==> config.mk <==
export PLATFORM = sky130hd
export DESIGN_NAME = sys_ctrl_gen
export DESIGN_NICKNAME = d
export VERILOG_FILES = /design/src/rtl/sys_ctrl_gen.sv
export SDC_FILE = /design/constraint.sdc
export NUM_CORES = 1
export LEC_CHECK = 0
export CAP_MARGIN = 20
export CORE_ASPECT_RATIO = 0.75
export CORE_MARGIN = 2
export CORE_UTILIZATION = 44
export DETAILED_ROUTE_END_ITERATION = 10
export HOLD_SLACK_MARGIN = 0.08
export PLACE_DENSITY = 0.69
export SLEW_MARGIN = 15
export SYNTH_ARGS = -nofsm -noshare
export SYNTH_HDL_FRONTEND = slang
export SYNTH_SLANG_ARGS = --single-unit
==> constraint.sdc <==
create_clock -name CLK -period 3 [get_ports CLK]
set_clock_uncertainty 0.05 [all_clocks]
set_input_delay 0.6 -clock CLK [delete_from_list [all_inputs] [get_ports CLK]]
set_output_delay 0.6 -clock CLK [all_outputs]
set_load 0.02 [all_outputs]
==> src/rtl/sys_ctrl_gen.sv <==
// sys_ctrl_gen: command controller between UART RX/TX byte streams, register file and ALU
// Ports: CLK/RST (sync active-high); RX_P_DATA/RX_D_VLD command bytes in;
// RdData/RdData_Valid and ALU_OUT/OUT_Valid results in; F_FULL TX backpressure;
// ALU_FUN/ALU_EN/CLK_EN ALU control; Address/WrEN/RdEn/WrData register-file access;
// TX_P_Data/TX_D_VLD response bytes; clk_div_en UART divider enable; CMD_ERR error pulse.
module sys_ctrl_gen #(
  parameter int DATA_W = 8,
  parameter int ADDR_W = 4,
  parameter int FUN_W = 4,
  parameter int OUT_BYTES = 2,
  parameter int TIMEOUT = 255,
  parameter logic [DATA_W-1:0] CMD_WR = 8'hAA,
  parameter logic [DATA_W-1:0] CMD_RD = 8'hBB,
  parameter logic [DATA_W-1:0] CMD_ALU_OP = 8'hCC,
  parameter logic [DATA_W-1:0] CMD_ALU_NOP = 8'hDD,
  parameter logic [DATA_W-1:0] ERR_CODE = 8'hEE
) (
  input  logic                        CLK,
  input  logic                        RST,
  input  logic [DATA_W-1:0]           RX_P_DATA,
  input  logic                        RX_D_VLD,
  input  logic [DATA_W-1:0]           RdData,
  input  logic                        RdData_Valid,
  input  logic [DATA_W*OUT_BYTES-1:0] ALU_OUT,
  input  logic                        OUT_Valid,
  input  logic                        F_FULL,
  output logic [FUN_W-1:0]            ALU_FUN,
  output logic                        ALU_EN,
  output logic                        CLK_EN,
  output logic [ADDR_W-1:0]           Address,
  output logic                        WrEN,
  output logic                        RdEn,
  output logic [DATA_W-1:0]           WrData,
  output logic [DATA_W-1:0]           TX_P_Data,
  output logic                        TX_D_VLD,
  output logic                        clk_div_en,
  output logic                        CMD_ERR
);
  localparam int CW = $clog2(TIMEOUT + 1);
  localparam int IW = OUT_BYTES > 1 ? $clog2(OUT_BYTES) : 1;
  typedef enum logic [3:0] {
    IDLE, WR_ADDR, WR_DATA, RD_ADDR, RD_WAIT, OPA, OPB, FUN, ALU_WAIT, TX_RES, TX_ERR
  } state_t;
  state_t state_q, state_d;
  logic [CW-1:0] cnt_q, cnt_d;
  logic [IW-1:0] idx_q, idx_d, last_q, last_d;
  logic [OUT_BYTES-1:0][DATA_W-1:0] res_q, res_d;
  logic alu_q, alu_d;
  logic [FUN_W-1:0] alu_fun_q, alu_fun_d;
  logic [ADDR_W-1:0] addr_q, addr_d;
  logic [DATA_W-1:0] wr_data_q, wr_data_d, tx_data_q, tx_data_d;
  logic alu_en_q, alu_en_d, clk_en_q, clk_en_d, wr_en_q, wr_en_d, rd_en_q, rd_en_d;
  logic tx_vld_q, tx_vld_d, clk_div_en_q, cmd_err_q, cmd_err_d;
  logic timed, to, oor;
  assign timed = state_q != IDLE && state_q != TX_RES && state_q != TX_ERR;
  assign to = cnt_q == CW'(TIMEOUT - 1);
  assign oor = |(RX_P_DATA >> ADDR_W);
  always_comb begin
    state_d = state_q;
    idx_d = idx_q;
    last_d = last_q;
    res_d = res_q;
    alu_d = alu_q;
    alu_fun_d = alu_fun_q;
    addr_d = addr_q;
    wr_data_d = wr_data_q;
    tx_data_d = tx_data_q;
    alu_en_d = 1'b0;
    wr_en_d = 1'b0;
    rd_en_d = 1'b0;
    tx_vld_d = 1'b0;
    case (state_q)
      IDLE: if (RX_D_VLD)
        state_d = RX_P_DATA == CMD_WR ? WR_ADDR : RX_P_DATA == CMD_RD ? RD_ADDR :
                  RX_P_DATA == CMD_ALU_OP ? OPA : RX_P_DATA == CMD_ALU_NOP ? FUN : TX_ERR;
      WR_ADDR: if (RX_D_VLD) begin
        state_d = oor ? TX_ERR : WR_DATA;
        addr_d = oor ? addr_q : RX_P_DATA[ADDR_W-1:0];
      end else if (to) state_d = TX_ERR;
      WR_DATA: if (RX_D_VLD) begin
        state_d = IDLE;
        wr_en_d = 1'b1;
        wr_data_d = RX_P_DATA;
      end else if (to) state_d = TX_ERR;
      RD_ADDR: if (RX_D_VLD) begin
        state_d = oor ? TX_ERR : RD_WAIT;
        rd_en_d = !oor;
        addr_d = oor ? addr_q : RX_P_DATA[ADDR_W-1:0];
      end else if (to) state_d = TX_ERR;
      RD_WAIT: if (RdData_Valid) begin
        state_d = TX_RES;
        res_d = '0;
        res_d[0] = RdData;
        last_d = '0;
        alu_d = 1'b0;
      end else if (to) state_d = TX_ERR;
      OPA, OPB: if (RX_D_VLD) begin
        state_d = state_q == OPA ? OPB : FUN;
        wr_en_d = 1'b1;
        addr_d = state_q == OPA ? ADDR_W'(0) : ADDR_W'(1);
        wr_data_d = RX_P_DATA;
      end else if (to) state_d = TX_ERR;
      FUN: if (RX_D_VLD) begin
        state_d = ALU_WAIT;
        alu_en_d = 1'b1;
        alu_fun_d = RX_P_DATA[FUN_W-1:0];
      end else if (to) state_d = TX_ERR;
      ALU_WAIT: if (OUT_Valid) begin
        state_d = TX_RES;
        res_d = ALU_OUT;
        last_d = IW'(OUT_BYTES - 1);
        alu_d = 1'b1;
      end else if (to) state_d = TX_ERR;
      TX_RES: if (!F_FULL) begin
        tx_vld_d = 1'b1;
        tx_data_d = res_q[idx_q];
        idx_d = idx_q == last_q ? '0 : idx_q + 1'b1;
        state_d = idx_q == last_q ? IDLE : TX_RES;
      end
      TX_ERR: if (!F_FULL) begin
        tx_vld_d = 1'b1;
        tx_data_d = ERR_CODE;
        state_d = IDLE;
      end
      default: state_d = IDLE;
    endcase
    // every accepted byte changes state, so a state change also covers the byte-accept clear
    cnt_d = (timed && state_d == state_q) ? cnt_q + 1'b1 : '0;
    clk_en_d = state_d == FUN || state_d == ALU_WAIT || (state_d == TX_RES && alu_d);
    cmd_err_d = state_d == TX_ERR && state_q != TX_ERR;
  end
  always_ff @(posedge CLK) begin
    if (RST) begin
      state_q <= IDLE;
      cnt_q <= '0;
      idx_q <= '0;
      last_q <= '0;
      res_q <= '0;
      alu_q <= 1'b0;
      alu_fun_q <= '0;
      addr_q <= '0;
      wr_data_q <= '0;
      tx_data_q <= '0;
      alu_en_q <= 1'b0;
      clk_en_q <= 1'b0;
      wr_en_q <= 1'b0;
      rd_en_q <= 1'b0;
      tx_vld_q <= 1'b0;
      clk_div_en_q <= 1'b1;
      cmd_err_q <= 1'b0;
    end else begin
      state_q <= state_d;
      cnt_q <= cnt_d;
      idx_q <= idx_d;
      last_q <= last_d;
      res_q <= res_d;
      alu_q <= alu_d;
      alu_fun_q <= alu_fun_d;
      addr_q <= addr_d;
      wr_data_q <= wr_data_d;
      tx_data_q <= tx_data_d;
      alu_en_q <= alu_en_d;
      clk_en_q <= clk_en_d;
      wr_en_q <= wr_en_d;
      rd_en_q <= rd_en_d;
      tx_vld_q <= tx_vld_d;
      clk_div_en_q <= 1'b1;
      cmd_err_q <= cmd_err_d;
    end
  end
  assign ALU_FUN = alu_fun_q;
  assign ALU_EN = alu_en_q;
  assign CLK_EN = clk_en_q;
  assign Address = addr_q;
  assign WrEN = wr_en_q;
  assign RdEn = rd_en_q;
  assign WrData = wr_data_q;
  assign TX_P_Data = tx_data_q;
  assign TX_D_VLD = tx_vld_q;
  assign clk_div_en = clk_div_en_q;
  assign CMD_ERR = cmd_err_q;
endmodule

Word-level counts from Yosys, hierarchy flattened. Cells that the tools add are included.

Register bits after elaboration: 61. Bits in latches: 0. Bits in writable memories: 0. Bits in read-only memories: 0. Output and inout bits: 31. Word-level logic and storage cells: 128. Memories kept: 0.

$add $sub $neg: 2. $mul: 0. Divide/modulo/power cells: 0. Magnitude comparators: 1. Eq/ne operators: 30. Shift operators: 0. Mux-type cells: 42. Bitwise logic cells: 7. Reductions and logical operators: 29.

Operator list (number): $mux 4 (21); $eq 8x8->1 const B (5); $pmux 4 s10 (1); $mux 16 (2); $mux 8 (4); $pmux 16 s2 (1); $eq 4x4->1 const B (6); $eq 4x3->1 const B (5); $pmux 8 s2 (1); $reduce_or 2->1 (7); $ne 2x2->1 const B (6); $mux 1 (9); $add 8x1->8 const B (1); $eq 4x2->1 const B (2); $ne 4x4->1 const B (2); $pmux 4 s2 (1); $not 1->1 (7); $reduce_and 2->1 (3); $reduce_and 3->1 (2); $reduce_bool 2->1 (3); $reduce_or 3->1 (2); $logic_and 1x1->1 (5); $eq 4x1->1 const B (1); $eq 4x4->1 (1); 11 further kinds (13).

Longest topological paths before layout.
Word-level depth: 11. Mapped depth: 9. Depth with buffers taken out: 8.

Least setup slack after synthesis. OpenSTA, ideal clock, no wires.

Kind: flip-flop to flip-flop. Start point: reg idx_q. End point: reg cnt_q[2]. Library setup time: 67 ps. Arrival time: 1971 ps. Setup slack: 912 ps. Cell stages (with the launch flop): 10. Path buffers: 1. Period minus slack after synthesis: 2088 ps. Cells stage by stage: dfxtp_1 clkbuf_1 inv_1 ha_1 a21oi_1 o21ai_0 a21o_1 a221oi_2 nand4_2 nor2_1.

Word-level cells in the longest chain between the ends: 8.

Ends and longest elaborated chain: start, declared (RTL line 46) `logic [IW-1:0] idx_q, idx_d, last_q, last_d;`; start signal, assigned (RTL line 154) `idx_q <= idx_d;`; $eq 1x1->1 (RTL line 118) `state_d = idx_q == last_q ? IDLE : TX_RES;`; $mux 4 (RTL line 118); $mux 4 (RTL line 114) `TX_RES: if (!F_FULL) begin`; $pmux 4 s10 (RTL line 72) `case (state_q)`; $eq 4x4->1 (RTL line 128) `cnt_d = (timed && state_d == state_q) ? cnt_q + 1'b1 : '0;`; $logic_and 1x1->1 (RTL line 128); $not 1->1 (no line); $reduce_or 2->1 (no line); end signal, assigned (RTL line 153) `cnt_q <= cnt_d;`; end, declared (RTL line 45) `logic [CW-1:0] cnt_q, cnt_d;`.

Every way passes these cells. A chain may end at the register's enable or synchronous reset.

Worst setup path after layout.
Start point: in RX_P_DATA[5]. End point: reg cnt_q[4].

Word-level cells in the longest chain between the ends: 11. Elaborated cells between the ends (all ways): 19. Classes of those cells: 5 x eq/ne; 10 x mux; 1 x bitwise; 3 x reduce/logical.

Ends and longest elaborated chain: start, declared (RTL line 20) `input logic [DATA_W-1:0] RX_P_DATA,`; $eq 8x8->1 (RTL line 75) `RX_P_DATA == CMD_ALU_OP ? OPA : RX_P_DATA == CMD_ALU_NOP ? FUN : TX_ERR;`; $mux 4 (2 in a row) (RTL line 75); $mux 4 (2 in a row) (RTL line 74) `state_d = RX_P_DATA == CMD_WR ? WR_ADDR : RX_P_DATA == CMD_RD ? RD_ADDR :`; $mux 4 (RTL line 73) `IDLE: if (RX_D_VLD)`; $pmux 4 s10 * (RTL line 72); $eq 4x4->1 * (RTL line 128); $logic_and 1x1->1 * (RTL line 128); $not 1->1 (no line) *; $reduce_or 2->1 (no line) *.

Mark *: on every way between the ends. The rest lies on a longest branch, timed or not.

==> impl_summary.md <==
Die
The core footprint is 6730 um2. The initial standard-cell utilization of the core is 45.1%. The width of the die is 99.9 um.

The number of primary I/O pins is 69. The number of core rows is 26. In this run the vertical extent of the chip is 75.9 um. The die covers 7580 um2.

Global route
After global routing the overflow that remains totals 0. The met3 track utilization from global routing is 7.38%. The number of global-route vias before repair is 2714. Across every metal layer, demand over resource in global routing totals 22.8%. The number of antenna violations at the first check in global routing is 0. The maximum number of pins on one net before global-route repair is between 50 and 60. For met2 alone, demand over resource in global routing was between 30% and 40%. The wire length of the first global-routing pass is 13600 um. The fraction of met1 tracks used by global routing is 31.4%.

The busiest metal layer after global routing is met2.

Timing
The slew at the pin with the worst max-slew slack is 0.965 ns. The fmax is around 400 MHz. Setup repair after global routing left no endpoint under its margin. The number of max-slew violations in the final report is 0. The number of failing hold endpoints at the final stage is 0. The post-route minimum period is 2.49 ns. The total negative slack for setup checks is 0 ns.

Measured against its own limit, the worst slew margin works out to ~36%. In the finished design, the share of the clock period the worst path needs comes to 83.1%. Setup violations remaining at the end of the flow were counted as 0.

CTS
TritonCTS built the clock tree. The count of hold-fix buffers inserted at cts is 0. The worst-case clock buffer depth is 2.

The root buffer cell is sky130_fd_sc_hd__clkbuf_8. Clock tree synthesis found a total of 61 sinks. The post-CTS repair timing setup buffer count is 0. The number of resized instances in the post-cts repair step is 0. The maximum level of the CTS H-tree is 3.

The later pin in the worst-skew pair is clocked with a latency of 0.35 ns. After clock tree synthesis, the clock-pin slew on the worst setup and hold paths is 0.07 ns. The number of clock buffers inserted by TritonCTS is 9.

Yosys
Of the total synthesized cell area, the portion taken by XOR and XNOR cells is 2.60%. The post-synthesis async set-or-reset flop share is 0%. Synthesis produced a netlist whose cell count is 346. The netlist uses 59 different library cells.

The number of enable-type register cells in the synthesized netlist is 0. The post-synthesis net count is 387. For this run, the leading register cell type out of synthesis is sky130_fd_sc_hd__dfxtp_1. The number of flip-flops and latches in the synthesized netlist is 61. The number of warnings printed during yosys synthesis is 0. By area, the combinational part of the netlist is dominated by simple AND/OR/NAND/NOR gates. The per-instance average area after synthesis is 8.77 um2. The portion of netlist area occupied by mux cells is 7.13%. The mapped netlist covers 3030 um2. The share of synthesized cell area in and, or, nand and nor gates is 24.2%. The synthesized-area fraction occupied by adder cells is 1.24%. The share of the Yosys chip area taken by registers is 40.2%. The synthesized netlist devotes between 10% and 20% of its cell area to compound gates.

Detailed routing
The number of DRC violations after detailed-routing iteration 0 is 161. The overall via count from detail_route is 2838. The final wirelength is 8210 um.

The per-cell via count in the routed design is 5.66. The count of antenna-violating nets left after detailed routing is 0. The routed length per instance is 16.4 um. For this run, design rule violations remaining after detail routing come to 0.

The detailed-router iteration count before antenna repair is 6.

Critical path
The worst setup path is launched from a primary input. On the critical path, the stage with the largest delay is an instance of sky130_fd_sc_hd__clkdlybuf4s50_1. The worst setup path is captured at a flop.

The critical path is of the in2reg type. Data on the critical path is required at its endpoint by 3.18 ns. The critical path goes through clkdlybuf4s50_1, nor4bb_1, nor2_1, o41ai_1, a32oi_1, nand4_2, nor2_1. The data arrival at the endpoint of the critical path is 2.68 ns. The dominant cell type by count on the critical path is sky130_fd_sc_hd__nor2_1.

For this run, the slowest stage of the critical path takes 0.55 ns. Along the worst path, the maximum fanout reaches 8.

Flow run
The reported max-cap violation count is 0.

Power and ir drop
The largest voltage drop on the vdd net is 0.000330 V. For this design the static power due to leakage is 1.42 nW. The power density of the placed cells is 542 nW/um2.

Placement
The total cell area at the placement stage is 3750 um2. The wire-length estimate of the detail-placed layout is 5860 um. Routability-driven placement finished with a final weighted congestion of 0.912. Buffers placed on the I/O ports in this run total 67.

Finish
The post-route cell area is 4000 um2. The post-layout net count is about 450. Of the cells placed in the final design, the portion with a size suffix greater than 1 is 10.8%. The number of antenna repair diodes is 0. Compared with the post-synthesis result, the final layout area differs by 31.7%.

Status
The flow ran to the end, and the final reports show no timing, DRC or antenna violations.

Min path
The path category of the worst min-delay check is reg2reg.
## cell usage in the layout (no fill, tap or decap), types with 4 or more instances in the layout
| cell type | n |
|---|---|
| sky130_fd_sc_hd__nor2b_1 | 5 |
| sky130_fd_sc_hd__nor2_1 | 57 |
| sky130_fd_sc_hd__nand2_1 | 27 |
| sky130_fd_sc_hd__inv_1 | 6 |
| sky130_fd_sc_hd__nand2b_1 | 9 |
| sky130_fd_sc_hd__a22oi_1 | 13 |
| sky130_fd_sc_hd__a311oi_1 | 8 |
| sky130_fd_sc_hd__a21oi_1 | 11 |
| sky130_fd_sc_hd__buf_4 | 10 |
| sky130_fd_sc_hd__and3b_1 | 4 |
| sky130_fd_sc_hd__o21ai_0 | 16 |
| sky130_fd_sc_hd__xor2_1 | 7 |
| sky130_fd_sc_hd__mux2_2 | 5 |
| sky130_fd_sc_hd__mux2i_1 | 16 |
| sky130_fd_sc_hd__clkbuf_8 | 9 |
| sky130_fd_sc_hd__nand3_1 | 9 |
| sky130_fd_sc_hd__o22ai_1 | 7 |
| sky130_fd_sc_hd__dfxtp_1 | 61 |
| sky130_fd_sc_hd__clkdlybuf4s50_1 | 66 |
## power breakdown
group          switching, W  internal [W]  leakage (nW)
combinational      0.000201      0.000176         0.808
sequential        0.0000408      0.000847         0.494
clock              0.000347      0.000555         0.120
total              0.000588       0.00158          1.42
## layer usage
metal  vias up  part of all wire, %  wire length, um
met2       145                   44             3600
li1       1377                    -                -
met3        24                  8.5              700
met5         -                    0                0
met4         0                  2.2              177
met1      1292                   45             3730
## state kept, by name, indices dropped and copies added (netlist names), 4 cells and up
register   cells
ALU_FUN        4
Address        4
TX_P_Data      8
WrData         8
cnt_q          8
res_q         16
state_q        4
## cell families (layout without fill, tap and decap cells)
group,count (synthesis),after routing
compound gates,81,81
xor+xnor,9,9
simple gates,141,141
other cells,1,1
fa+ha+maj,3,3
mux,21,21
flops,61,61
buf+inv,29,100
## synth_stat cells (3+ instances only)
master | number | area share (%)
sky130_fd_sc_hd__clkbuf_1 | 10 | 1.2
sky130_fd_sc_hd__and3b_1 | 4 | 1.2
sky130_fd_sc_hd__mux2i_1 | 16 | 5.3
sky130_fd_sc_hd__nor2b_1 | 5 | 1.0
sky130_fd_sc_hd__dfxtp_1 | 61 | 40
sky130_fd_sc_hd__a21oi_1 | 11 | 1.8
sky130_fd_sc_hd__nor2_1 | 57 | 7.1
sky130_fd_sc_hd__o22ai_1 | 7 | 1.4
sky130_fd_sc_hd__a311oi_1 | 8 | 2.3
sky130_fd_sc_hd__nor3_1 | 3 | 0.49
sky130_fd_sc_hd__o211ai_1 | 3 | 0.74
sky130_fd_sc_hd__nand2b_1 | 9 | 1.9
sky130_fd_sc_hd__mux2_2 | 5 | 1.9
sky130_fd_sc_hd__and2_1 | 3 | 0.62
sky130_fd_sc_hd__nand2_1 | 27 | 3.3
sky130_fd_sc_hd__nor4b_1 | 3 | 0.87
sky130_fd_sc_hd__buf_4 | 6 | 1.5
sky130_fd_sc_hd__ha_1 | 3 | 1.2
sky130_fd_sc_hd__buf_2 | 3 | 0.49
sky130_fd_sc_hd__buf_6 | 3 | 1.1
sky130_fd_sc_hd__and2b_1 | 3 | 0.74
sky130_fd_sc_hd__nand3_1 | 9 | 1.5
sky130_fd_sc_hd__o21ai_0 | 16 | 2.6
sky130_fd_sc_hd__xor2_1 | 7 | 2.0
sky130_fd_sc_hd__inv_1 | 6 | 0.74
sky130_fd_sc_hd__a22oi_1 | 13 | 3.2
## critical path: cells and delay by family
family	cells	cell delay [ns]
buf+inv	1	0.55
simple gates	4	0.80
compound gates	2	0.73
## through the flow
step           worst slack (ns)  hold WS [ns]  cells  power [W]  utilization, %
2_1_floorplan             0.912         0.391    346    0.00114               -
3_3_place_gp              0.192         0.396    485    0.00127            55.7
3_5_place_dp              0.202         0.404    485    0.00128            55.7
4_1_cts                   0.561         0.421    501    0.00218            59.3
5_1_grt                   0.411         0.457    501    0.00226            59.3
6_report                  0.507         0.409    501    0.00217            59.3
## final cells by class
class	count	area (um2)
Timing Repair Buffer	77	741
Inverter	7	26.3
Tap cell	84	105
Multi-Input combinational cell	256	1660
Fill cell	614	2740
Clock inverter	7	124
Sequential cell	61	1220
Clock buffer	9	124
## worst paths after layout
kind	start	end	slack [ns]	depth (start not counted)
min	TX_P_Data[0]	TX_P_Data[0]	0.41	2
max	RX_P_DATA[5]	cnt_q[4]	0.51	7
max reg2reg	state_q[3]	res_q[0]	0.66	6
min reg2reg	TX_P_Data[0]	TX_P_Data[0]	0.41	2
No activity file was read; power rests on OpenSTA's default activity.
